File: src/rtl/cpu_mem_writeback.sv
// Memory/writeback pipeline stage: runs the data-bus handshake for loads and stores,
// stalls upstream while a transaction is outstanding, and issues one-cycle register writes.
module cpu_mem_writeback #(
  parameter int REGISTER_BITS = 4,
  parameter int BITS          = 16,
  parameter int ADDRESS_BITS  = 16
) (
  input  logic                     CLK,
  input  logic                     RSTb,
  input  logic                     is_executing,
  input  logic [1:0]               mem_op,
  input  logic                     mem_byte,
  input  logic                     mem_sext,
  input  logic [BITS-1:0]          alu_result,
  input  logic [BITS-1:0]          store_data,
  input  logic [REGISTER_BITS-1:0] dest_reg,
  input  logic                     wb_en_in,
  output logic                     mem_valid,
  output logic                     mem_wr,
  output logic [ADDRESS_BITS-1:0]  mem_addr,
  output logic [BITS-1:0]          mem_wdata,
  output logic [BITS/8-1:0]        mem_be,
  input  logic                     mem_ready,
  input  logic [BITS-1:0]          mem_rdata,
  output logic                     reg_wr_en,
  output logic [REGISTER_BITS-1:0] reg_wr_addr,
  output logic [BITS-1:0]          reg_wr_data,
  output logic                     stall
);

  localparam int NB = BITS / 8;
  localparam int LW = (NB > 1) ? $clog2(NB) : 1;

  typedef enum logic [0:0] {S_IDLE = 1'b0, S_MEM = 1'b1} state_t;

  function automatic logic [NB-1:0] lane_be(input logic [LW-1:0] lane, input logic is_byte);
    logic [NB-1:0] be;
    be = {NB{1'b0}};
    if (!is_byte) begin
      be = {NB{1'b1}};
    end else begin
      for (int i = 0; i < NB; i++) begin
        if (LW'(i) == lane) be[i] = 1'b1;
      end
    end
    return be;
  endfunction

  function automatic logic [BITS-1:0] load_extract(input logic [BITS-1:0] rdata,
                                                   input logic [LW-1:0]   lane,
                                                   input logic            is_byte,
                                                   input logic            sext);
    logic [7:0]      b;
    logic [BITS-1:0] res;
    b = 8'h00;
    for (int i = 0; i < NB; i++) begin
      if (LW'(i) == lane) b = rdata[i*8 +: 8];
    end
    if (!is_byte) begin
      res = rdata;
    end else if (sext) begin
      res = BITS'(signed'(b));
    end else begin
      res = BITS'(b);
    end
    return res;
  endfunction

  state_t                   state_q, state_d;
  logic                     mem_valid_q, mem_valid_d;
  logic                     mem_wr_q, mem_wr_d;
  logic [ADDRESS_BITS-1:0]  mem_addr_q, mem_addr_d;
  logic [BITS-1:0]          mem_wdata_q, mem_wdata_d;
  logic [NB-1:0]            mem_be_q, mem_be_d;
  logic                     stall_q, stall_d;
  logic                     reg_wr_en_q, reg_wr_en_d;
  logic [REGISTER_BITS-1:0] reg_wr_addr_q, reg_wr_addr_d;
  logic [BITS-1:0]          reg_wr_data_q, reg_wr_data_d;
  logic [LW-1:0]            lane_q, lane_d;
  logic                     byte_q, byte_d;
  logic                     sext_q, sext_d;
  logic [REGISTER_BITS-1:0] dest_q, dest_d;

  logic [ADDRESS_BITS-1:0]  addr_s;
  logic [ADDRESS_BITS-1:0]  addr_aligned_s;
  logic [LW-1:0]            lane_s;

  // Address decode: lane select and word-aligned bus address
  always_comb begin
    addr_s         = ADDRESS_BITS'(alu_result);
    addr_aligned_s = addr_s;
    lane_s         = {LW{1'b0}};
    if (NB > 1) begin
      lane_s                      = addr_s[LW-1:0];
      addr_aligned_s[LW-1:0]      = {LW{1'b0}};
    end else begin
      lane_s = {LW{1'b0}};
    end
  end

  // Next-state and output computation
  always_comb begin
    state_d       = state_q;
    mem_valid_d   = mem_valid_q;
    mem_wr_d      = mem_wr_q;
    mem_addr_d    = mem_addr_q;
    mem_wdata_d   = mem_wdata_q;
    mem_be_d      = mem_be_q;
    stall_d       = stall_q;
    reg_wr_en_d   = 1'b0;
    reg_wr_addr_d = reg_wr_addr_q;
    reg_wr_data_d = reg_wr_data_q;
    lane_d        = lane_q;
    byte_d        = byte_q;
    sext_d        = sext_q;
    dest_d        = dest_q;
    case (state_q)
      S_IDLE: begin
        if (is_executing && (mem_op == 2'b01 || mem_op == 2'b10)) begin
          state_d     = S_MEM;
          mem_valid_d = 1'b1;
          stall_d     = 1'b1;
          mem_wr_d    = (mem_op == 2'b10);
          mem_addr_d  = addr_aligned_s;
          mem_be_d    = lane_be(lane_s, mem_byte);
          mem_wdata_d = mem_byte ? {NB{store_data[7:0]}} : store_data;
          lane_d      = lane_s;
          byte_d      = mem_byte;
          sext_d      = mem_sext;
          dest_d      = dest_reg;
        end else if (is_executing && wb_en_in && (dest_reg != {REGISTER_BITS{1'b0}})) begin
          reg_wr_en_d   = 1'b1;
          reg_wr_addr_d = dest_reg;
          reg_wr_data_d = alu_result;
        end else begin
          reg_wr_en_d = 1'b0;
        end
      end
      S_MEM: begin
        // Inputs are ignored here; upstream is stalled and re-presents them.
        if (mem_ready) begin
          state_d     = S_IDLE;
          mem_valid_d = 1'b0;
          mem_wr_d    = 1'b0;
          stall_d     = 1'b0;
          if (!mem_wr_q && (dest_q != {REGISTER_BITS{1'b0}})) begin
            reg_wr_en_d   = 1'b1;
            reg_wr_addr_d = dest_q;
            reg_wr_data_d = load_extract(mem_rdata, lane_q, byte_q, sext_q);
          end else begin
            reg_wr_en_d = 1'b0;
          end
        end else begin
          state_d = S_MEM;
        end
      end
      default: begin
        state_d     = S_IDLE;
        mem_valid_d = 1'b0;
        mem_wr_d    = 1'b0;
        stall_d     = 1'b0;
      end
    endcase
  end

  // State and output registers
  always_ff @(posedge CLK or posedge RSTb) begin
    if (RSTb) begin
      state_q       <= S_IDLE;
      mem_valid_q   <= 1'b0;
      mem_wr_q      <= 1'b0;
      mem_addr_q    <= {ADDRESS_BITS{1'b0}};
      mem_wdata_q   <= {BITS{1'b0}};
      mem_be_q      <= {NB{1'b0}};
      stall_q       <= 1'b0;
      reg_wr_en_q   <= 1'b0;
      reg_wr_addr_q <= {REGISTER_BITS{1'b0}};
      reg_wr_data_q <= {BITS{1'b0}};
      lane_q        <= {LW{1'b0}};
      byte_q        <= 1'b0;
      sext_q        <= 1'b0;
      dest_q        <= {REGISTER_BITS{1'b0}};
    end else begin
      state_q       <= state_d;
      mem_valid_q   <= mem_valid_d;
      mem_wr_q      <= mem_wr_d;
      mem_addr_q    <= mem_addr_d;
      mem_wdata_q   <= mem_wdata_d;
      mem_be_q      <= mem_be_d;
      stall_q       <= stall_d;
      reg_wr_en_q   <= reg_wr_en_d;
      reg_wr_addr_q <= reg_wr_addr_d;
      reg_wr_data_q <= reg_wr_data_d;
      lane_q        <= lane_d;
      byte_q        <= byte_d;
      sext_q        <= sext_d;
      dest_q        <= dest_d;
    end
  end

  assign mem_valid   = mem_valid_q;
  assign mem_wr      = mem_wr_q;
  assign mem_addr    = mem_addr_q;
  assign mem_wdata   = mem_wdata_q;
  assign mem_be      = mem_be_q;
  assign stall       = stall_q;
  assign reg_wr_en   = reg_wr_en_q;
  assign reg_wr_addr = reg_wr_addr_q;
  assign reg_wr_data = reg_wr_data_q;

endmodule

File: config.mk
export PLATFORM = sky130hd
export DESIGN_NAME = cpu_mem_writeback
export DESIGN_NICKNAME = d
export VERILOG_FILES = /design/src/rtl/cpu_mem_writeback.sv
export SDC_FILE = /design/constraint.sdc
export NUM_CORES = 1
export LEC_CHECK = 0
export BUFFER_PORTS_ARGS = -buffer_cell sky130_fd_sc_hd__buf_2
export CAP_MARGIN = 25
export CELL_PAD_IN_SITES_DETAIL_PLACEMENT = 1
export CELL_PAD_IN_SITES_GLOBAL_PLACEMENT = 2
export CORE_ASPECT_RATIO = 1.75
export CORE_MARGIN = 5
export CORE_UTILIZATION = 31
export DETAILED_ROUTE_END_ITERATION = 8
export GPL_ROUTABILITY_DRIVEN = 0
export PLACE_DENSITY = 0.83
export SLEW_MARGIN = 20
export SYNTH_ARGS = -nofsm -noshare
export SYNTH_HDL_FRONTEND = slang
export SYNTH_SLANG_ARGS = --single-unit
export TNS_END_PERCENT = 20
File: constraint.sdc
create_clock -name CLK -period 2.5 [get_ports CLK]
set_input_delay 0.375 -clock CLK [delete_from_list [all_inputs] [get_ports CLK]]
set_output_delay 0.375 -clock CLK [all_outputs]
set_load 0.1 [all_outputs]
Yosys cells after proc, flatten, opt, wreduce, memory -nomap -nowiden
Index checks and enable logic that the tools add are counted.
{"block": "totals", "register_bits": 64, "input_bits": 61, "output_inout_bits": 58, "word_cells": 62}
{"block": "classes", "eq_ne": 7, "n_mux": 30, "bitwise": 1, "reduce_logical": 11}
{"op": "16-bit 2-to-1 mux", "count": 7}
{"op": "16-bit case mux with 2 select lines", "count": 1}
{"op": "4-bit 2-to-1 mux", "count": 4}
{"op": "1-bit 2-to-1 mux", "count": 11}
{"op": "8-bit 2-to-1 mux", "count": 1}
{"op": "2-bit inequality test (second input constant)", "count": 4}
{"op": "1-bit case mux with 2 select lines", "count": 4}
{"op": "4-bit case mux with 2 select lines", "count": 1}
{"op": "4-bit nonzero test", "count": 2}
{"op": "1-bit logical AND", "count": 4}
{"op": "2-bit AND reduction", "count": 2}
{"op": "4-bit AND reduction", "count": 1}
{"op": "2-bit by 1-bit equality test with 1-bit output (second input constant)", "count": 1}
{"op": "2-bit equality test (second input constant)", "count": 1}
{"op": "2-bit 2-to-1 mux", "count": 1}
{"op": "2-bit by 1-bit inequality test with 1-bit output (second input constant)", "count": 1}
{"op": "1-bit logical NOT", "count": 1}
{"op": "1-bit logical OR", "count": 1}
{"op": "1-bit NOT", "count": 1}

Logic depth before layout (Yosys ltp)
Gate-level depths: netlist of the first run.
{"block": "logic_depth", "ltp_word": 6, "mapped_depth": 7, "mapped_depth_nobuf": 5}

Worst setup path before layout of the first run
No wires, ideal clock.
{"block": "synth_timing", "path_type": "reg2reg", "from": "register mem_wr_q, in the netlist mem_wr", "to": "register reg_wr_addr_q[2], in the netlist reg_wr_addr[2]", "setup_ns": 0.126, "t_arrival_ns": 1.705, "setup_slack_ns": 0.669, "stages_incl_launch_ff": 4, "path_buffers": 1, "synth_period_minus_slack_ns": 1.831, "cell_sequence": "dfrtp_1 > o32ai_4 > buf_6 > mux2_4"}
{"block": "synth_via", "elab_chain_cells": 4}
{"element": "start: declaration", "line_no": "71", "rtl": "logic mem_wr_q, mem_wr_d;"}
{"element": "start signal: assignment", "line_no": "186", "rtl": "mem_wr_q <= mem_wr_d;"}
{"element": "1-bit logical NOT", "line_no": "146", "rtl": "if (!mem_wr_q && (dest_q != {REGISTER_BITS{1'b0}})) begin"}
{"element": "1-bit logical AND", "line_no": "146"}
{"element": "2-bit by 1-bit inequality test with 1-bit output (no source line)"}
{"element": "4-bit AND reduction (no source line)"}
{"element": "end signal: assignment", "line_no": "177", "rtl": "reg_wr_addr_q <= {REGISTER_BITS{1'b0}};"}
{"element": "end signal: assignment", "line_no": "192", "rtl": "reg_wr_addr_q <= reg_wr_addr_d;"}
{"element": "end: declaration", "line_no": "77", "rtl": "logic [REGISTER_BITS-1:0] reg_wr_addr_q, reg_wr_addr_d;"}
No other way between the ends.
A chain may end at the register's enable or synchronous reset.

Worst setup path in the final report of the first run
{"block": "layout_timing", "from": "register state_q", "to": "register reg_wr_data_q[15], in the netlist reg_wr_data[15]"}
{"block": "layout_via", "elab_chain_cells": 3}
{"element": "start: declaration", "line_no": "69", "rtl": "state_t state_q, state_d;"}
{"element": "start signal: assignment", "line_no": "184", "rtl": "state_q <= state_d;"}
{"element": "1-bit NOT (no source line)"}
{"element": "2-bit inequality test (no source line)"}
{"element": "4-bit AND reduction (no source line)"}
{"element": "end signal: assignment", "line_no": "178", "rtl": "reg_wr_data_q <= {BITS{1'b0}};"}
{"element": "end signal: assignment", "line_no": "193", "rtl": "reg_wr_data_q <= reg_wr_data_d;"}
{"element": "end: declaration", "line_no": "78", "rtl": "logic [BITS-1:0] reg_wr_data_q, reg_wr_data_d;"}
Parallel ways exist; a longest one is shown, timed or not.

==> flow_metrics.tcl, run 1 <==
set metrics [dict create \
    fill_cells 1107 \
    placed_area_mm2 0.003770 \
    htreeDepth 3 \
    cp_max_fo 26 \
    slowest_delay_ns 0.53 \
    via_per_inst 4.786 \
    status "finished, final reports clean" \
    max_freq_ghz 0.5696 \
    crit_end "reg_wr_data[15]$_DFFE_PP0P_" \
    drc_errors 0 \
    timing.rr.start "state_q$_DFF_PP0_" \
    clock-sinks 64 \
    yosysUniqueCellTypes 29 \
    synth-edff-count 0 \
    synth_top_area_share_pct 52.18 \
    finalSetupTns_ns 0 \
    grt_pass1_wl_um 13700 \
    max_slew_margin_pct 53.27 \
    dieArea_mm2 0.01207 \
    start_util_pct 31.35 \
    rsz0062_at_grt "no" \
    dp_hpwl_um 6493 \
    syn_area_mm2 0.003069 \
    grt_max_degree 55 \
    clk_path_buf_depth 2 \
    postRouteAntennaNets 0 \
    ctsResizeCount 0 \
    worst_slew_pin_slew_ns 0.7009 \
    startpoint "state_q$_DFF_PP0_" \
    clockRootBuffer "clkbuf_16" \
    final.period_utilization_pct 70.22 \
    drive_gt1_share_pct 54.87 \
    synth_nets 303 \
    cp-end-kind "flop" \
    synth_ff_type "dfrtp_1" \
    finalCriticalPeriod_ns 1.756 \
    grt_overflow_total 0 \
    firstDrtPassIters 4 \
    cts_made_buffers 9 \
    path_clk_slew_ns 0.05 \
    yosys_warnings 0 \
    netlist_top_cells_area "dfrtp_1, mux2_2, mux2_4, mux2i_1, a21bo_2" \
    grt_usage_pct 14.98 \
    min_path_type "in2async" \
    first_iter_violations 67 \
    synth_top_cell_by_area "dfrtp_1" \
    synth.avg_cell_area_um2 12.74 \
    synthArstFlopShare_pct 100.0 \
    slew_viol_final 0 \
    vias 2321 \
    clock_latency_ns 0.33 \
    die_w_um 85.22 \
    r2r-end "reg_wr_data[15]$_DFFE_PP0P_" \
    synth_seq_cells 64 \
    crit_slowest_cell "dfrtp_1" \
    crit_path_start_kind "flop" \
    die_h_um 141.6 \
    cap_viol_max_count 0 \
    synthCells 241 \
    final-setup-viol-count 0 \
    grt_pass1_vias 2610 \
    post-cts-setup-buffers 0 \
    design_area_mm2 0.004091 \
    critPathKind "reg2reg" \
    finClkSkew_ns 0.005654 \
    std_cell_rows 48 \
    hold_viol_final 0 \
    grt_antenna_before_repair 1 \
    yosysSeqAreaShare_pct 52.18 \
    worstPathCellList "buf_4 -> clkinv_1 -> a221oi_1 -> mux2i_1" \
    final_nets 416 \
    wl_um 8580 \
    ios 119 \
    cp.required_ns 2.70 \
    ff2ff_setup_slack_ns 0.74 \
    cts_tree "yes" \
    wl_per_cell_um 17.69 \
    place.port_buffers 117 \
    hold_buffers 0 \
    area_growth_pct 33.31 \
    reg2regPathDepth 4 \
    core_mm2 0.009789 \
    arrival_ns 1.95 \
]
==> area by class of cell <==
class	count	area [um^2]	share of cell area, %
flip-flops and latches	64	1602	39.14
multi-input cells	145	1306	31.93
repair buffers	122	660.6	16.15
clock buffers	14	284.0	6.942
well taps	125	156.4	3.823
inverters	12	45.04	1.101
clock inverters	2	35.03	0.8563
diodes	1	2.502	0.06116
==> state kept, by name, indices dropped and copies added, names as in the netlist <==
signal and flops:
mem_wdata 16, reg_wr_data 16, mem_addr 15, dest_q 4, reg_wr_addr 4, mem_be 2, byte_q 1, lane_q 1
mem_wr 1, reg_wr_en 1, sext_q 1, stall 1, state_q 1
==> cells in the mapped netlist (2+ instances only) <==
cell and instances:
a21oi_1 8, mux2i_1 16, buf_2 7, dfrtp_1 64, nor2_1 18, nor4_4 2
a221oi_1 8, mux2_2 36, and3b_1 8, inv_1 11, nand2_1 3, buf_4 6
a31oi_1 10, buf_6 2, a21bo_2 8, clkbuf_1 4, mux2_4 11, nand3_1 8
==> per-layer routing <==
layer  global-route usage, %  wire length, um
met5                       0                0
met2                   27.62             4831
met4                   9.258              266
met3                   3.021              465
met1                   15.00             3016
==> layout by cell type, fill, tap and decap left out, types with 9 or more instances in the layout <==
cell type | synthesis | layout
a31oi_1 | 10 | 10
clkbuf_16 | 0 | 9
buf_2 | 7 | 117
dfrtp_1 | 64 | 64
mux2_4 | 11 | 11
mux2_2 | 36 | 36
inv_1 | 11 | 10
nor2_1 | 18 | 18
mux2i_1 | 16 | 16
==> worst max-delay path, delay by kind of cell, from the launching register on <==
kind | cells | cell delay (ns)
buffers and inverters | 2 | 0.62
flip-flops | 1 | 0.53
AO/OA/AOI/OAI | 1 | 0.36
multiplexers | 1 | 0.12
==> stage by stage <==
step,hold WS (ns),worst slack (ns),cells,util [%]
2_1_floorplan,0.4604,0.5269,241,-
3_3_place_gp,0.4778,0.6718,468,38.51
3_5_place_dp,0.4879,0.6032,468,38.51
4_1_cts,0.1323,0.6949,484,41.77
5_1_grt,0.1728,0.5356,485,41.79
6_report,0.1086,0.7445,485,41.79
==> cells by family after synthesis <==
family / Yosys count / synth area share [%]
adder cells (fa/ha/maj): 1 / 0.4076
buffers and inverters: 32 / 5.421
AO/OA/AOI/OAI: 38 / 9.784
multiplexers: 63 / 23.81
flip-flops: 64 / 52.18
AND/OR/NAND/NOR: 42 / 8.276
other: 1 / 0.1222
==> worst min-delay path by stage <==
stage	slack (ns)	from	end	cells past startpoint
6_report	0.11	RSTb	mem_wdata[14]$_DFFE_PP0P_	2
5_1_grt	0.17	RSTb	mem_wdata[14]$_DFFE_PP0P_	2
4_1_cts	0.13	RSTb	mem_wdata[14]$_DFFE_PP0P_	2
3_5_place_dp	0.49	RSTb	mem_wdata[14]$_DFFE_PP0P_	2
3_3_place_gp	0.48	RSTb	mem_wdata[6]$_DFFE_PP0P_	2
2_1_floorplan	0.46	mem_ready	state_q$_DFF_PP0_	1
Power of run 1 is left out: the tool's default activity adds up to more than one toggle a clock period on the data nets, which glitch-free logic cannot reach.
==> run 2, diff against run 1 <==
--- a/config.mk
+++ b/config.mk
@@ -11,10 +11,10 @@
 export CELL_PAD_IN_SITES_GLOBAL_PLACEMENT = 2
 export CORE_ASPECT_RATIO = 1.75
 export CORE_MARGIN = 5
-export CORE_UTILIZATION = 31
+export CORE_UTILIZATION = 28
 export DETAILED_ROUTE_END_ITERATION = 8
 export GPL_ROUTABILITY_DRIVEN = 0
-export PLACE_DENSITY = 0.83
+export PLACE_DENSITY = 0.8
 export SLEW_MARGIN = 20
 export SYNTH_ARGS = -nofsm -noshare
 export SYNTH_HDL_FRONTEND = slang
==> constraint.sdc (replaced) <==
create_clock -name CLK -period 1.42 [get_ports CLK]
set_input_delay 0.213 -clock CLK [delete_from_list [all_inputs] [get_ports CLK]]
set_output_delay 0.213 -clock CLK [all_outputs]
set_load 0.1 [all_outputs]
==> run 2 against run 1 <==
Net effect:
- the flow now finishes with violations (setup timing)
- highest routed layer unchanged
- hold slack worse by 0.019 ns
- maximum frequency up 14%
- sequential share of layout area down 1.8 points
- clock-buffer cell count down 1
- first-iteration DRC count up 15%
- sequential cell count unchanged
- die area up 9.7%
- global-route usage down 0.77 points
- utilization down 1.6 points
- design area up 5.1%
- register-to-register slack worse by 0.87 ns
- non-clock buffer count up 19
==> flow_metrics.tcl, run 2 (synthesized netlist as in run 1, its figures left out) <==
set metrics [dict create \
    postRouteAntennaNets 0 \
    fill_cells 1198 \
    wl_per_cell_um 17.73 \
    finalCriticalPeriod_ns 1.541 \
    grt_antenna_before_repair 0 \
    clk_path_buf_depth 2 \
    drive_gt1_share_pct 57.67 \
    dp_hpwl_um 6715 \
    rsz0062_at_grt "yes" \
    fin_ws_ns -0.1210 \
    slew_viol_final 0 \
    std_cell_rows 50 \
    cp.required_ns 1.61 \
    drc_errors 0 \
    status "finished with violations" \
    design_area_mm2 0.004300 \
    final_nets 435 \
    htreeDepth 3 \
    core_mm2 0.01070 \
    grt_pass1_wl_um 14230 \
    hold_viol_final 0 \
    cap_viol_max_count 0 \
    start_util_pct 28.69 \
    place.port_buffers 117 \
    via_per_inst 4.705 \
    critPathKind "reg2reg" \
    die_h_um 148.5 \
    grt_overflow_total 0 \
    cp_max_fo 8 \
    final.period_utilization_pct 108.5 \
    wl_um 9005 \
    clock-sinks 64 \
    path_clk_slew_ns 0.05 \
    finClkSkew_ns 0.005751 \
    firstDrtPassIters 4 \
    most-common-layout-cells "buf_2, dfrtp_1, mux2_2" \
    clock_latency_ns 0.32 \
    violations "setup timing" \
    cp-end-kind "flop" \
    area_growth_pct 40.11 \
    ios 119 \
    dp_slack_ns -0.2659 \
    vias 2390 \
    cts_made_buffers 9 \
    dieArea_mm2 0.01324 \
    mostFrequentLayoutCell "buf_2" \
    placed_area_mm2 0.003959 \
    min_path_type "in2reg" \
    layout.area.seq_mm2 0.001607 \
    antenna_cells 0 \
    die_w_um 89.15 \
    clockRootBuffer "clkbuf_16" \
    grt_max_degree 58 \
    first_iter_violations 77 \
    final-setup-viol-count 48 \
    max_freq_ghz 0.6489 \
    cts_tree "yes" \
    multi_input_area_mm2 0.001323 \
    arrival_ns 1.73 \
    grt_pass1_vias 2776 \
    grt_usage_pct 14.21 \
    crit_path_start_kind "flop" \
]
run 2: changes by cell type in the layout (fill, tap and decap cells not counted), moves of 2 or more:
cell / delta
dfrtp_1: -2
buf_6: +2
buf_12: +2
clkbuf_8: -2
buf_4: +14
clkinv_2: +2
run 2: final timing paths:
path | slack (ns) | cells past startpoint | endpoint | startpoint
hold / removal | 0.09 | 2 | state_q$_DFF_PP0_ | mem_ready
max in group asynchronous | 0.47 | 4 | mem_wr$_DFFE_PP0P_ | RSTb
min in group asynchronous | 0.37 | 3 | mem_addr[2]$_DFFE_PP0P_ | RSTb
setup reg to reg | -0.12 | 4 | reg_wr_data[12]$_DFFE_PP0P_ | state_q$_DFF_PP0_
hold reg to reg | 0.50 | 1 | mem_wdata[5]$_DFFE_PP0P_ | mem_wdata[5]$_DFFE_PP0P_
setup / recovery | -0.12 | 4 | reg_wr_data[12]$_DFFE_PP0P_ | state_q$_DFF_PP0_
run 2: repair_timing:
| action | in CTS | in global routing |
|---|---|---|
| setup endpoints to repair | 55 | 57 |
| hold buffers | 1 | 0 |
| pin swaps | 1 | 2 |
| buffers inserted | 0 | 0 |
| endpoints found under the hold margin | 7 | 0 |
| resized for setup | 3 | 5 |
run 2: stage by stage:
step	cells	hold WS, ns	setup TNS [ns]	util (%)
global route	508	0.09182	-5.773	40.20
finish	508	0.08987	-2.618	40.20
floorplan	241	0.2984	-3.775	-
global placement	491	0.1452	-10.50	37.01
detailed placement	491	0.1578	-12.61	37.01
CTS	508	0.09007	-4.568	39.99
run 2: worst max-delay path, stage by stage, from the launching register on:
cell and delay (ns):
dfrtp_2 0.44, buf_4 0.19, and3_1 0.29, a221oi_1 0.35, mux2i_1 0.14
run 2: metal layers:
| layer | wire (um) | vias up | track usage [%] |
|---|---|---|---|
| li1 | - | 1127 | - |
| met1 | 3096 | 1192 | 14.18 |
| met2 | 5292 | 59 | 27.10 |
| met3 | 473 | 12 | 3.548 |
| met4 | 142 | 0 | 5.142 |
| met5 | 0 | - | 0 |
run 2: final cells by class:
cell class                 count  share of cell area [%]
timing repair buffer         141                   19.96
sequential                    64                   37.36
multi-input combinational    145                   30.75
clock buffer                  13                   6.052
inverter                      12                   1.164
clock inverter                 3                  0.9310
tap                          130                   3.782
Power of run 2 is left out for the same reason.
